$ cat config.mk
export PLATFORM = sky130hd
export DESIGN_NAME = bus_sequencer_flat
export DESIGN_NICKNAME = d
export VERILOG_FILES = /design/src/rtl/bus_seq_pkg.sv /design/src/rtl/bus_seq_if.sv /design/src/rtl/bus_seq_timing.sv /design/src/rtl/bus_sequencer.sv /design/src/flat_wrapper.sv
export SDC_FILE = /design/constraint.sdc
export NUM_CORES = 1
export LEC_CHECK = 0
export CORE_MARGIN = 1
export CORE_UTILIZATION = 37
export DETAILED_ROUTE_END_ITERATION = 8
export PLACE_DENSITY = 0.8
export SLEW_MARGIN = 10
export SYNTH_ARGS = -nofsm -noshare
export SYNTH_HDL_FRONTEND = slang
export SYNTH_SLANG_ARGS = --single-unit
$ cat constraint.sdc
create_clock -name clk16_i -period 1.9 [get_ports clk16_i]
set_input_delay 0.38 -clock clk16_i [delete_from_list [all_inputs] [get_ports clk16_i]]
set_output_delay 0.38 -clock clk16_i [all_outputs]
set_load 0.1 [all_outputs]
$ cat src/rtl/bus_seq_pkg.sv
// bus_seq_pkg: slot boundaries and slot type for the 16-count bus sequencer.
// Shared by bus_seq_timing and bus_sequencer; no ports.
`timescale 1ns/1ps
package bus_seq_pkg;

   localparam logic [3:0] CNT_GUARD0     = 4'd0;
   localparam logic [3:0] CNT_VID_LAST   = 4'd3;
   localparam logic [3:0] CNT_SPI_FIRST  = 4'd4;
   localparam logic [3:0] CNT_SPI_LAST   = 4'd7;
   localparam logic [3:0] CNT_GUARD1     = 4'd8;
   localparam logic [3:0] CNT_CPU_FIRST  = 4'd9;
   localparam logic [3:0] CNT_PHI2_FIRST = 4'd11;
   localparam logic [3:0] CNT_PHI2_LAST  = 4'd14;
   localparam logic [3:0] CNT_SPI2_FIRST = 4'd9;

   typedef enum logic [2:0] {
      GUARD0,
      VIDEO,
      SPI,
      GUARD1,
      CPU,
      SPI2
   } slot_t;

   function automatic slot_t slot_of(
      input logic [3:0] cnt,
      input logic       stall
   );
      slot_t s;
      if (cnt == CNT_GUARD0)
         s = GUARD0;
      else if (cnt <= CNT_VID_LAST)
         s = VIDEO;
      else if (cnt <= CNT_SPI_LAST)
         s = SPI;
      else if (cnt == CNT_GUARD1)
         s = GUARD1;
      else if (stall)
         s = SPI2;
      else
         s = CPU;
      return s;
   endfunction

endpackage

$ cat src/rtl/bus_seq_if.sv
// bus_seq_if: SPI requester handshake and shared memory bus signals.
// master = sequencer side, slave = requester/memory side.
`timescale 1ns/1ps
interface bus_seq_if;

   logic        spi_req_i;
   logic [16:0] spi_addr_i;
   logic        spi_we_i;
   logic [7:0]  spi_wr_data_i;
   logic [7:0]  spi_rd_data_o;
   logic        spi_busy_o;
   logic        spi_done_o;

   logic [16:0] bus_addr_o;
   logic        bus_addr_oe;
   logic [7:0]  bus_data_i;
   logic [7:0]  bus_data_o;
   logic        bus_data_oe;
   logic        bus_rw_no;
   logic        bus_rw_noe;

   modport master (
      input  spi_req_i, spi_addr_i, spi_we_i,
      input  spi_wr_data_i, bus_data_i,
      output spi_rd_data_o, spi_busy_o, spi_done_o,
      output bus_addr_o, bus_addr_oe,
      output bus_data_o, bus_data_oe,
      output bus_rw_no, bus_rw_noe
   );

   modport slave (
      output spi_req_i, spi_addr_i, spi_we_i,
      output spi_wr_data_i, bus_data_i,
      input  spi_rd_data_o, spi_busy_o, spi_done_o,
      input  bus_addr_o, bus_addr_oe,
      input  bus_data_o, bus_data_oe,
      input  bus_rw_no, bus_rw_noe
   );

endinterface

$ cat src/rtl/bus_seq_timing.sv
// bus_seq_timing: free 0..15 slot counter, slot decode, CPU enable/phi2.
// Ports: clk16_i, reset_ni, [cpu_stall_i with BUS_SEQ_CPU_STALL_EN],
// cnt_o, slot_o (current), slot_nx_o (next count), cpu_be_o, cpu_clk_o.
`timescale 1ns/1ps
module bus_seq_timing
   import bus_seq_pkg::*;
(
   input  logic       clk16_i,
   input  logic       reset_ni,
`ifdef BUS_SEQ_CPU_STALL_EN
   input  logic       cpu_stall_i,
`endif
   output logic [3:0] cnt_o,
   output slot_t      slot_o,
   output slot_t      slot_nx_o,
   output logic       cpu_be_o,
   output logic       cpu_clk_o
);

   logic [3:0] cnt_q, cnt_d;
   logic       stall_q;
   logic       be_q, be_d;
   logic       phi2_q, phi2_d;

   assign cnt_d = cnt_q + 4'd1;

`ifdef BUS_SEQ_CPU_STALL_EN
   // Decided on the edge entering GUARD1 so it is stable
   // for the whole 9..15 span it governs.
   always_ff @(posedge clk16_i or negedge reset_ni) begin
      if (!reset_ni)
         stall_q <= 1'b0;
      else if (cnt_q == CNT_GUARD1 - 4'd1)
         stall_q <= cpu_stall_i;
   end
`else
   assign stall_q = 1'b0;
`endif

   // CPU strobes are registered from the next count
   // so they leave the FPGA glitch-free.
   assign be_d   = (cnt_d >= CNT_CPU_FIRST) && !stall_q;
   assign phi2_d = (cnt_d >= CNT_PHI2_FIRST) &&
                   (cnt_d <= CNT_PHI2_LAST) && !stall_q;

   always_ff @(posedge clk16_i or negedge reset_ni) begin
      if (!reset_ni) begin
         cnt_q  <= 4'd0;
         be_q   <= 1'b0;
         phi2_q <= 1'b0;
      end else begin
         cnt_q  <= cnt_d;
         be_q   <= be_d;
         phi2_q <= phi2_d;
      end
   end

   assign cnt_o     = cnt_q;
   assign slot_o    = slot_of(cnt_q, stall_q);
   assign slot_nx_o = slot_of(cnt_d, stall_q);
   assign cpu_be_o  = be_q;
   assign cpu_clk_o = phi2_q;

endmodule

$ cat src/rtl/bus_sequencer.sv
// bus_sequencer: time-slots one 8-bit bus between video, SPI and a CPU.
// Ports: clk16_i, reset_ni, video_*, cpu_be_o/cpu_clk_o, bus (bus_seq_if.master);
// macro BUS_SEQ_CPU_STALL_EN adds cpu_stall_i and a second SPI slot.
`timescale 1ns/1ps
module bus_sequencer
   import bus_seq_pkg::*;
(
   input  logic        clk16_i,
   input  logic        reset_ni,
`ifdef BUS_SEQ_CPU_STALL_EN
   input  logic        cpu_stall_i,
`endif
   input  logic [16:0] video_addr_i,
   output logic [7:0]  video_data_o,
   output logic        video_strobe_o,
   output logic        cpu_be_o,
   output logic        cpu_clk_o,
   bus_seq_if.master   bus
);

   logic [3:0] cnt;
   slot_t      slot, slot_nx;

   bus_seq_timing u_timing (
      .clk16_i   (clk16_i),
      .reset_ni  (reset_ni),
`ifdef BUS_SEQ_CPU_STALL_EN
      .cpu_stall_i (cpu_stall_i),
`endif
      .cnt_o     (cnt),
      .slot_o    (slot),
      .slot_nx_o (slot_nx),
      .cpu_be_o  (cpu_be_o),
      .cpu_clk_o (cpu_clk_o)
   );

   logic       spi_win, nx_win;
   logic       spi_cap, spi_last, wr_strb;
   logic [3:0] phase;

   assign spi_win  = (slot == SPI) || (slot == SPI2);
   assign nx_win   = (slot_nx == SPI) || (slot_nx == SPI2);
   assign spi_cap  = nx_win && !spi_win;
   assign spi_last = spi_win && !nx_win;

   // Offset inside the SPI window: 0 is address/data setup,
   // 1-2 the write strobe, the rest hold. The second window
   // simply holds longer so its read lands on count 15.
   assign phase   = cnt - ((slot == SPI2) ? CNT_SPI2_FIRST
                                          : CNT_SPI_FIRST);
   assign wr_strb = (phase == 4'd1) || (phase == 4'd2);

   logic        pend_vld_q, pend_vld_d;
   logic        pend_we_q, pend_we_d;
   logic [16:0] pend_addr_q, pend_addr_d;
   logic [7:0]  pend_wd_q, pend_wd_d;
   logic        done_q, done_d;
   logic [7:0]  rd_q, rd_d;
   logic [7:0]  vid_q, vid_d;
   logic        vstb_q, vstb_d;
   logic        vid_last;

   assign vid_last = (slot == VIDEO) && (cnt == CNT_VID_LAST);

   always_comb begin
      pend_vld_d  = pend_vld_q;
      pend_we_d   = pend_we_q;
      pend_addr_d = pend_addr_q;
      pend_wd_d   = pend_wd_q;
      if (spi_cap) begin
         pend_vld_d  = bus.spi_req_i;
         pend_we_d   = bus.spi_we_i;
         pend_addr_d = bus.spi_addr_i;
         pend_wd_d   = bus.spi_wr_data_i;
      end else if (spi_last) begin
         pend_vld_d  = 1'b0;
      end
      done_d = spi_last && pend_vld_q;
      rd_d   = rd_q;
      if (done_d && !pend_we_q)
         rd_d = bus.bus_data_i;
      vid_d  = vid_last ? bus.bus_data_i : vid_q;
      vstb_d = vid_last;
   end

   always_ff @(posedge clk16_i or negedge reset_ni) begin
      if (!reset_ni) begin
         pend_vld_q  <= 1'b0;
         pend_we_q   <= 1'b0;
         pend_addr_q <= '0;
         pend_wd_q   <= '0;
         done_q      <= 1'b0;
         rd_q        <= '0;
         vid_q       <= '0;
         vstb_q      <= 1'b0;
      end else begin
         pend_vld_q  <= pend_vld_d;
         pend_we_q   <= pend_we_d;
         pend_addr_q <= pend_addr_d;
         pend_wd_q   <= pend_wd_d;
         done_q      <= done_d;
         rd_q        <= rd_d;
         vid_q       <= vid_d;
         vstb_q      <= vstb_d;
      end
   end

   // Everything outside VIDEO and a live SPI window leaves
   // the bus undriven, so the CPU never collides with us.
   always_comb begin
      bus.bus_addr_o  = '0;
      bus.bus_addr_oe = 1'b0;
      bus.bus_data_o  = '0;
      bus.bus_data_oe = 1'b0;
      bus.bus_rw_no   = 1'b1;
      bus.bus_rw_noe  = 1'b0;
      unique case (1'b1)
         (slot == VIDEO): begin
            bus.bus_addr_o  = video_addr_i;
            bus.bus_addr_oe = 1'b1;
            bus.bus_rw_noe  = 1'b1;
         end
         (spi_win && pend_vld_q): begin
            bus.bus_addr_o  = pend_addr_q;
            bus.bus_addr_oe = 1'b1;
            bus.bus_rw_noe  = 1'b1;
            if (pend_we_q) begin
               bus.bus_data_o  = pend_wd_q;
               bus.bus_data_oe = 1'b1;
               bus.bus_rw_no   = !wr_strb;
            end
         end
         default: ;
      endcase
   end

   assign bus.spi_rd_data_o = rd_q;
   assign bus.spi_busy_o    = pend_vld_q || done_q;
   assign bus.spi_done_o    = done_q;
   assign video_data_o      = vid_q;
   assign video_strobe_o    = vstb_q;

endmodule
$ cat src/flat_wrapper.sv
// flat-port wrapper written by rule: the top's interface ports become plain ports
module bus_sequencer_flat import bus_seq_pkg::*;
  (clk16_i, reset_ni, video_addr_i, video_data_o, video_strobe_o, cpu_be_o, cpu_clk_o, bus_spi_req_i, bus_spi_addr_i, bus_spi_we_i, bus_spi_wr_data_i, bus_bus_data_i, bus_spi_rd_data_o, bus_spi_busy_o, bus_spi_done_o, bus_bus_addr_o, bus_bus_addr_oe, bus_bus_data_o, bus_bus_data_oe, bus_bus_rw_no, bus_bus_rw_noe);
  bus_seq_if bus_i ();
  input  logic clk16_i;
  input  logic reset_ni;
  input  logic [16:0] video_addr_i;
  output logic [7:0] video_data_o;
  output logic video_strobe_o;
  output logic cpu_be_o;
  output logic cpu_clk_o;
  input wire logic [$bits(bus_i.spi_req_i)-1:0] bus_spi_req_i;
  input wire logic [$bits(bus_i.spi_addr_i)-1:0] bus_spi_addr_i;
  input wire logic [$bits(bus_i.spi_we_i)-1:0] bus_spi_we_i;
  input wire logic [$bits(bus_i.spi_wr_data_i)-1:0] bus_spi_wr_data_i;
  input wire logic [$bits(bus_i.bus_data_i)-1:0] bus_bus_data_i;
  output wire logic [$bits(bus_i.spi_rd_data_o)-1:0] bus_spi_rd_data_o;
  output wire logic [$bits(bus_i.spi_busy_o)-1:0] bus_spi_busy_o;
  output wire logic [$bits(bus_i.spi_done_o)-1:0] bus_spi_done_o;
  output wire logic [$bits(bus_i.bus_addr_o)-1:0] bus_bus_addr_o;
  output wire logic [$bits(bus_i.bus_addr_oe)-1:0] bus_bus_addr_oe;
  output wire logic [$bits(bus_i.bus_data_o)-1:0] bus_bus_data_o;
  output wire logic [$bits(bus_i.bus_data_oe)-1:0] bus_bus_data_oe;
  output wire logic [$bits(bus_i.bus_rw_no)-1:0] bus_bus_rw_no;
  output wire logic [$bits(bus_i.bus_rw_noe)-1:0] bus_bus_rw_noe;
  assign bus_i.spi_req_i = bus_spi_req_i;
  assign bus_i.spi_addr_i = bus_spi_addr_i;
  assign bus_i.spi_we_i = bus_spi_we_i;
  assign bus_i.spi_wr_data_i = bus_spi_wr_data_i;
  assign bus_i.bus_data_i = bus_bus_data_i;
  assign bus_spi_rd_data_o = bus_i.spi_rd_data_o;
  assign bus_spi_busy_o = bus_i.spi_busy_o;
  assign bus_spi_done_o = bus_i.spi_done_o;
  assign bus_bus_addr_o = bus_i.bus_addr_o;
  assign bus_bus_addr_oe = bus_i.bus_addr_oe;
  assign bus_bus_data_o = bus_i.bus_data_o;
  assign bus_bus_data_oe = bus_i.bus_data_oe;
  assign bus_bus_rw_no = bus_i.bus_rw_no;
  assign bus_bus_rw_noe = bus_i.bus_rw_noe;
  bus_sequencer u_core (.clk16_i(clk16_i), .reset_ni(reset_ni), .video_addr_i(video_addr_i), .video_data_o(video_data_o), .video_strobe_o(video_strobe_o), .cpu_be_o(cpu_be_o), .cpu_clk_o(cpu_clk_o), .bus(bus_i));
endmodule
# Yosys cells after proc, flatten, opt, wreduce, memory -nomap -nowiden
# Cells that the tools add are included.
op_classes:
  add_sub_neg: 2
  mul: 0
  div_mod_pow: 0
  magnitude_cmp: 7
  n_eq_ne: 10
  n_shift: 0
  mux: 19
  n_bitwise: 0
  reduce_logical: 19
op_table:
  columns: ["op", "n"]
  rows:
  - ["$pmux 17 s2", 1]
  - ["$mux 3", 8]
  - ["$mux 8", 2]
  - ["$eq 4x2->1 const B", 2]
  - ["$eq 4x4->1 const B", 2]
  - ["$ge 4x4->1 const B", 2]
  - ["$le 4x2->1 const B", 2]
  - ["$le 4x3->1 const B", 2]
  - ["$logic_not 4->1", 2]
  - ["$logic_and 1x1->1", 7]
  - ["$mux 1", 7]
  - ["$eq 3x2->1 const B", 2]
  - ["$eq 3x3->1 const B", 2]
  - ["$add 4x1->4 const B", 1]
  - ["$eq 4x1->1 const B", 1]
  - ["$le 4x4->1 const B", 1]
  - ["$logic_not 1->1", 4]
  - ["$logic_or 1x1->1", 4]
  - ["$mux 4", 1]
  - ["$sub 4x4->4", 1]
  - ["$eq 3x1->1 const B", 1]
  - ["$reduce_bool 2->1", 1]
  - ["$reduce_or 2->1", 1]
word_totals:
  reg_bits: 51
  latch_bits: 0
  mem_bits_rw: 0
  mem_bits_ro: 0
  input_bits: 54
  output_inout_bits: 50
  mem_count: 0

# Longest topological paths before layout
depth:
  word_depth: 13
  ltp_mapped: 8
  mapped_depth_nobuf: 7

# By module
# From an unflattened synthesis, not the netlist that was laid out.
unflattened:
  cells_unflattened: 192
  hier_area_um2: 2503.7
modules_own_cells:
  columns: ["mod", "n_inst", "cells_each", "area_each_um2", "seq_area_each_um2"]
  rows:
  - ["bus_sequencer", 1, 157, 2128.3, 1126.1]
  - ["bus_seq_timing", 1, 35, 375.4, 150.1]

# Worst setup path before layout
# Ideal clock, no wire load.
synth_timing:
  path_type: "flip-flop to output port"
  startpoint: "register u_core.u_timing.cnt_q[3], in the netlist u_core.u_timing.cnt_o[3]"
  endpoint: "output port bus_bus_rw_no"
  arrival_time_ps: 2405
  t_required_ps: 1520
  setup_slack_ps: -885
  stages_incl_launch_ff: 5
  n_path_buf: 1
  path_cell_list: "dfrtp_1 and3b_1 buf_2 and2_1 nand2_1"
synth_between:
  elab_chain_cells: 13
synth_rtl:
  columns: ["item", "line", "text"]
  rows:
  - ["start: declaration", "bus_seq_timing.sv:20", "logic [3:0] cnt_q, cnt_d;"]
  - ["start signal: assignment", "bus_seq_timing.sv:52", "cnt_q <= cnt_d;"]
  - ["parallel branches: the longest is 12 deep, another holds $le 4x3->1", null, null]
  - ["$mux 1 (*)", "bus_sequencer.sv:117", "unique case (1'b1)"]
  - ["end: declaration", "flat_wrapper.sv:24", "output wire logic [$bits(bus_i.bus_rw_no)-1:0] bus_bus_rw_no;"]
# Mark *: on every way between the ends.

# Worst setup path in the final report
layout_timing:
  startpoint: "register u_core.u_timing.cnt_q[0], in the netlist u_core.u_timing.cnt_o[0]"
  endpoint: "output port bus_bus_addr_o[0]"
layout_between:
  elab_chain_cells: 9
layout_rtl:
  columns: ["item", "line", "text"]
  rows:
  - ["parallel branches: the longest is 4 deep, another holds $le 4x3->1", null, null]
  - ["$mux 3 (*)", "bus_seq_pkg.sv:30", "if (cnt == CNT_GUARD0)"]
  - ["$eq 3x2->1 or $eq 3x3->1 (tied branches)", "bus_sequencer.sv:41", "assign spi_win = (slot == SPI) || (slot == SPI2);"]
  - ["$logic_or 1x1->1", "bus_sequencer.sv:41", null]
  - ["$logic_and 1x1->1", "bus_sequencer.sv:123", "(spi_win && pend_vld_q): begin"]
  - ["$pmux 17 s2 (*)", "bus_sequencer.sv:117", null]
  - ["end: declaration", "flat_wrapper.sv:20", "output wire logic [$bits(bus_i.bus_addr_o)-1:0] bus_bus_addr_o;"]
# Marks and branches as above.

==> impl_metrics.sql <==
INSERT INTO impl_metrics (metric_group, metric, value, unit) VALUES
('setup_path', 'worst_path_dominant_cell_family', 'buffers and inverters', ''),
('layout', 'core_utilization_of_the_finished_layout', '0.746', ''),
('clocking', 'clock_insertion_delay_worst_skew', '0.30', 'ns'),
('layout', 'finish.cell_count_without_fillers', '370', ''),
('setup_path', 'critical_path.reg2reg.endpoint', 'u_core.bus.spi_rd_data_o[5]$_DFFE_PN0P_', ''),
('place', 'port_buffers', '103', ''),
('place', 'detailed_placement_wirelength_estimate', '4390', 'um'),
('route', 'post_drt_wl_per_cell', '17.5', 'um'),
('setup_path', 'crit_path_max_fanout', '18', ''),
('synthesis', 'synth_seq_cells', '51', ''),
('global_route', 'gr-usage-all-layers', '0.193', ''),
('clocking', 'cts_max_path_buffers', '2', ''),
('clocking', 'clk_root_buffer_cell', 'clkbuf_8', ''),
('synthesis', 'synth_xor_xnor_area_share', '0.0114', ''),
('clocking', 'cts_max_level', '2', ''),
('synthesis', 'synth-seq-area-share', '0.556', ''),
('synthesis', 'synthTopCellsByArea', 'dfrtp_1 56%, mux2_2 17%, a22o_1 6.5%', ''),
('setup_path', 'cp-startpoint', 'u_core.u_timing.cnt_o[0]$_DFF_PN0_', ''),
('route', 'detail_route.drc_violations', '0', ''),
('layout', 'syn_to_final_growth', '93.6', '%'),
('sta', 'achievable-frequency', '476', 'MHz'),
('setup_path', 'critPathArrivalTime', '1.72', 'ns'),
('sta', 'timing.clock.skew', '0.00668', 'ns'),
('floorplan', 'core', '5960', 'um^2'),
('route', 'wl', '6470', 'um'),
('route', 'final_antenna_net_count', '0', ''),
('setup_path', 'r2r_cells', '9', ''),
('synthesis', 'syn_area', '2300', 'um^2'),
('synthesis', 'syn_area_per_cell', '13.7', 'um^2'),
('sta', 'hold_viol', '0', ''),
('synthesis', 'synth_top_family_by_area', 'multiplexers', ''),
('setup_path', 'crit_slowest_cell', 'dfrtp_1', ''),
('pwr', 'power.static_leakage', '2.04', 'nW'),
('floorplan', 'floorplan.initialDensity', '0.386', ''),
('layout', 'finalNetCount', '357', ''),
('route', 'first_iter_violations', '38', ''),
('route', 'via_count', '1783', ''),
('synthesis', 'synthDominantCellAreaShare', '0.556', ''),
('layout', 'post_route_cells_drive_above_1_share', '0.563', ''),
('sta', 'timing_max_transition_violations_final', '0', ''),
('layout', 'fillers', '390', ''),
('global_route', 'number_of_antenna_violations_at_the_first_check_in_global_routing', '0', ''),
('outcome', 'failed_checks', 'negative setup slack', ''),
('run', 'timing.max_cap.violations', '0', ''),
('setup_path', 'path_buf_inv', '4', ''),
('pwr', 'cellPowerDensity', '571', 'nW/um^2'),
('setup_path', 'worst_setup_path_start_kind', 'register', ''),
('outcome', 'status', 'finished with violations', ''),
('global_route', 'grt_pass1_vias', '1840', ''),
('setup_path', 'r2r_slack', '-0.03', 'ns'),
('clocking', 'tritoncts_clock_tree', 'done', ''),
('setup_path', 'path_cells', 'buf_6 > inv_8 > ha_4 > nor3_4 > buf_12 > a22o_2 > buf_12', ''),
('global_route', 'grt_ovf', '0', ''),
('clocking', 'worst_setup_hold_path_clk_slew', '0.09', 'ns'),
('synthesis', 'adder_cell_area_share_of_the_yosys_netlist', '0.0490', ''),
('global_route', 'grt_pass1_wl', '9430', 'um'),
('synthesis', 'yosys-mux-area-fraction', '0.206', ''),
('floorplan', 'dieArea', '6520', 'um^2'),
('sta', 'postLayoutSetupSlackWorst', '-0.201', 'ns'),
('setup_path', 'end_kind', 'output pin', ''),
('place', 'placed_cells_incl_taps', '349', ''),
('route', 'viasPerCell', '4.82', ''),
('sta', 'final_min_period_over_clock_period', '1.11', ''),
('setup_path', 'crit_path_frequent_cell', 'buf_12', ''),
('setup_path', 'crit_required', '1.52', 'ns'),
('sta', 'report.final.setup_viol', '53', ''),
('clocking', 'cts_num_sinks', '51', ''),
('clocking', 'cts_hold_buffers', '0', ''),
('place', 'finalWeightedCongestion', '0.754', ''),
('floorplan', 'die_w', '80.8', 'um'),
('floorplan', 'die_height', '80.8', 'um');
## cells in the final DEF (no fill, tap or decap), drive strengths merged, types with 2 or more instances in the layout
cell           count
clkinvlp           2
and3               8
buf               75
clkdlybuf4s50     52
clkbuf             7
or2                2
ha                 9
nand2              4
a22o              17
inv                6
dfrtp             51
nor2               2
mux2              42
xor2               2
and2               4
## layout make-up
type | instances | area, um^2 | area share
Tap cell | 75 | 93.8 | 0.0211
Multi-Input combinational cell | 100 | 1330 | 0.298
Clock inverter | 3 | 20.0 | 0.00450
Clock buffer | 5 | 68.8 | 0.0155
Inverter | 6 | 30.0 | 0.00675
Sequential cell | 51 | 1280 | 0.287
Timing Repair Buffer | 130 | 1630 | 0.367
## report_power, final
part	total [mW]	internal, mW	switching, mW
sequential	1.18	1.14	0.0393
clock	0.616	0.257	0.360
combinational	0.742	0.297	0.445
total	2.54	1.69	0.844
## worst max path at each step
stage,to,slack (ns)
2_1_floorplan,bus_bus_rw_no,-0.1
3_3_place_gp,u_core.bus.spi_rd_data_o[6]$_DFFE_PN0P_,0.03
3_5_place_dp,u_core.bus.spi_rd_data_o[5]$_DFFE_PN0P_,-0.05
4_1_cts,bus_bus_addr_o[0],-0.24
5_1_grt,bus_bus_addr_o[6],-0.29
6_report,bus_bus_addr_o[0],-0.20
## through the flow
| step | power, mW | hold WS, ns | setup TNS (ns) | instance area [um^2] |
|---|---|---|---|---|
| after floorplan | 1.61 | 0.0844 | -1.94 | 2480 |
| after global placement | 1.90 | 0.330 | 0 | 3930 |
| after detailed placement | 1.91 | 0.344 | -0.313 | 3930 |
| after CTS | 2.53 | 0.0123 | -5.74 | 4190 |
| after global routing | 2.65 | 0.0218 | -8.29 | 4450 |
| final | 2.54 | 0.0122 | -4.33 | 4450 |
## layer usage
metal / vias to the layer above / track usage / wire length [um]
met5: - / 0 / 0
li1: 838 / - / -
met3: 10 / 0.0371 / 291
met1: 873 / 0.243 / 2630
met4: 0 / 0.0643 / 118
met2: 62 / 0.333 / 3430
## registers in the layout (all words and copies together), names as in the netlist
name and flops:
u_core.bus.spi_done_o 1, u_core.pend_wd_q 8, u_core.bus.spi_rd_data_o 8, u_core.video_data_o 8
u_core.video_strobe_o 1, u_core.u_timing.cpu_clk_o 1, u_core.pend_we_q 1, u_core.u_timing.cpu_be_o 1
u_core.pend_addr_q 17, u_core.pend_vld_q 1, u_core.u_timing.cnt_o 4
## repair_timing
item | CTS | global route
endpoints found under the setup margin | 40 | 63
gates resized for setup | 20 | 51
buffers inserted | 9 | 2
gates cloned | 2 | 2
pin swaps | 7 | 4
## cell families after synthesis
| family | count (synthesis) |
|---|---|
| buf+inv | 17 |
| other cells | 1 |
| xor+xnor | 3 |
| mux | 42 |
| fa+ha+maj | 9 |
| compound gates | 20 |
| flops | 51 |
| simple gates | 25 |
## synth_stat cells
| master | count |
|---|---|
| a22o_1 | 17 |
| a311oi_1 | 1 |
| a31oi_1 | 1 |
| and2_1 | 4 |
| and3_1 | 8 |
| and3b_1 | 1 |
| buf_2 | 6 |
| buf_4 | 1 |
| buf_6 | 1 |
| clkbuf_1 | 3 |
| conb_1 | 1 |
| dfrtp_1 | 51 |
| ha_1 | 9 |
| inv_1 | 6 |
| mux2_1 | 8 |
| mux2_2 | 34 |
| nand2_1 | 4 |
| nand2b_1 | 1 |
| nand3_1 | 1 |
| nor2_1 | 2 |
| nor2b_1 | 1 |
| nor3_4 | 1 |
| o21ai_0 | 1 |
| or2_2 | 2 |
| xnor2_1 | 1 |
| xor2_1 | 2 |
Power figures use the tool's default switching activity.
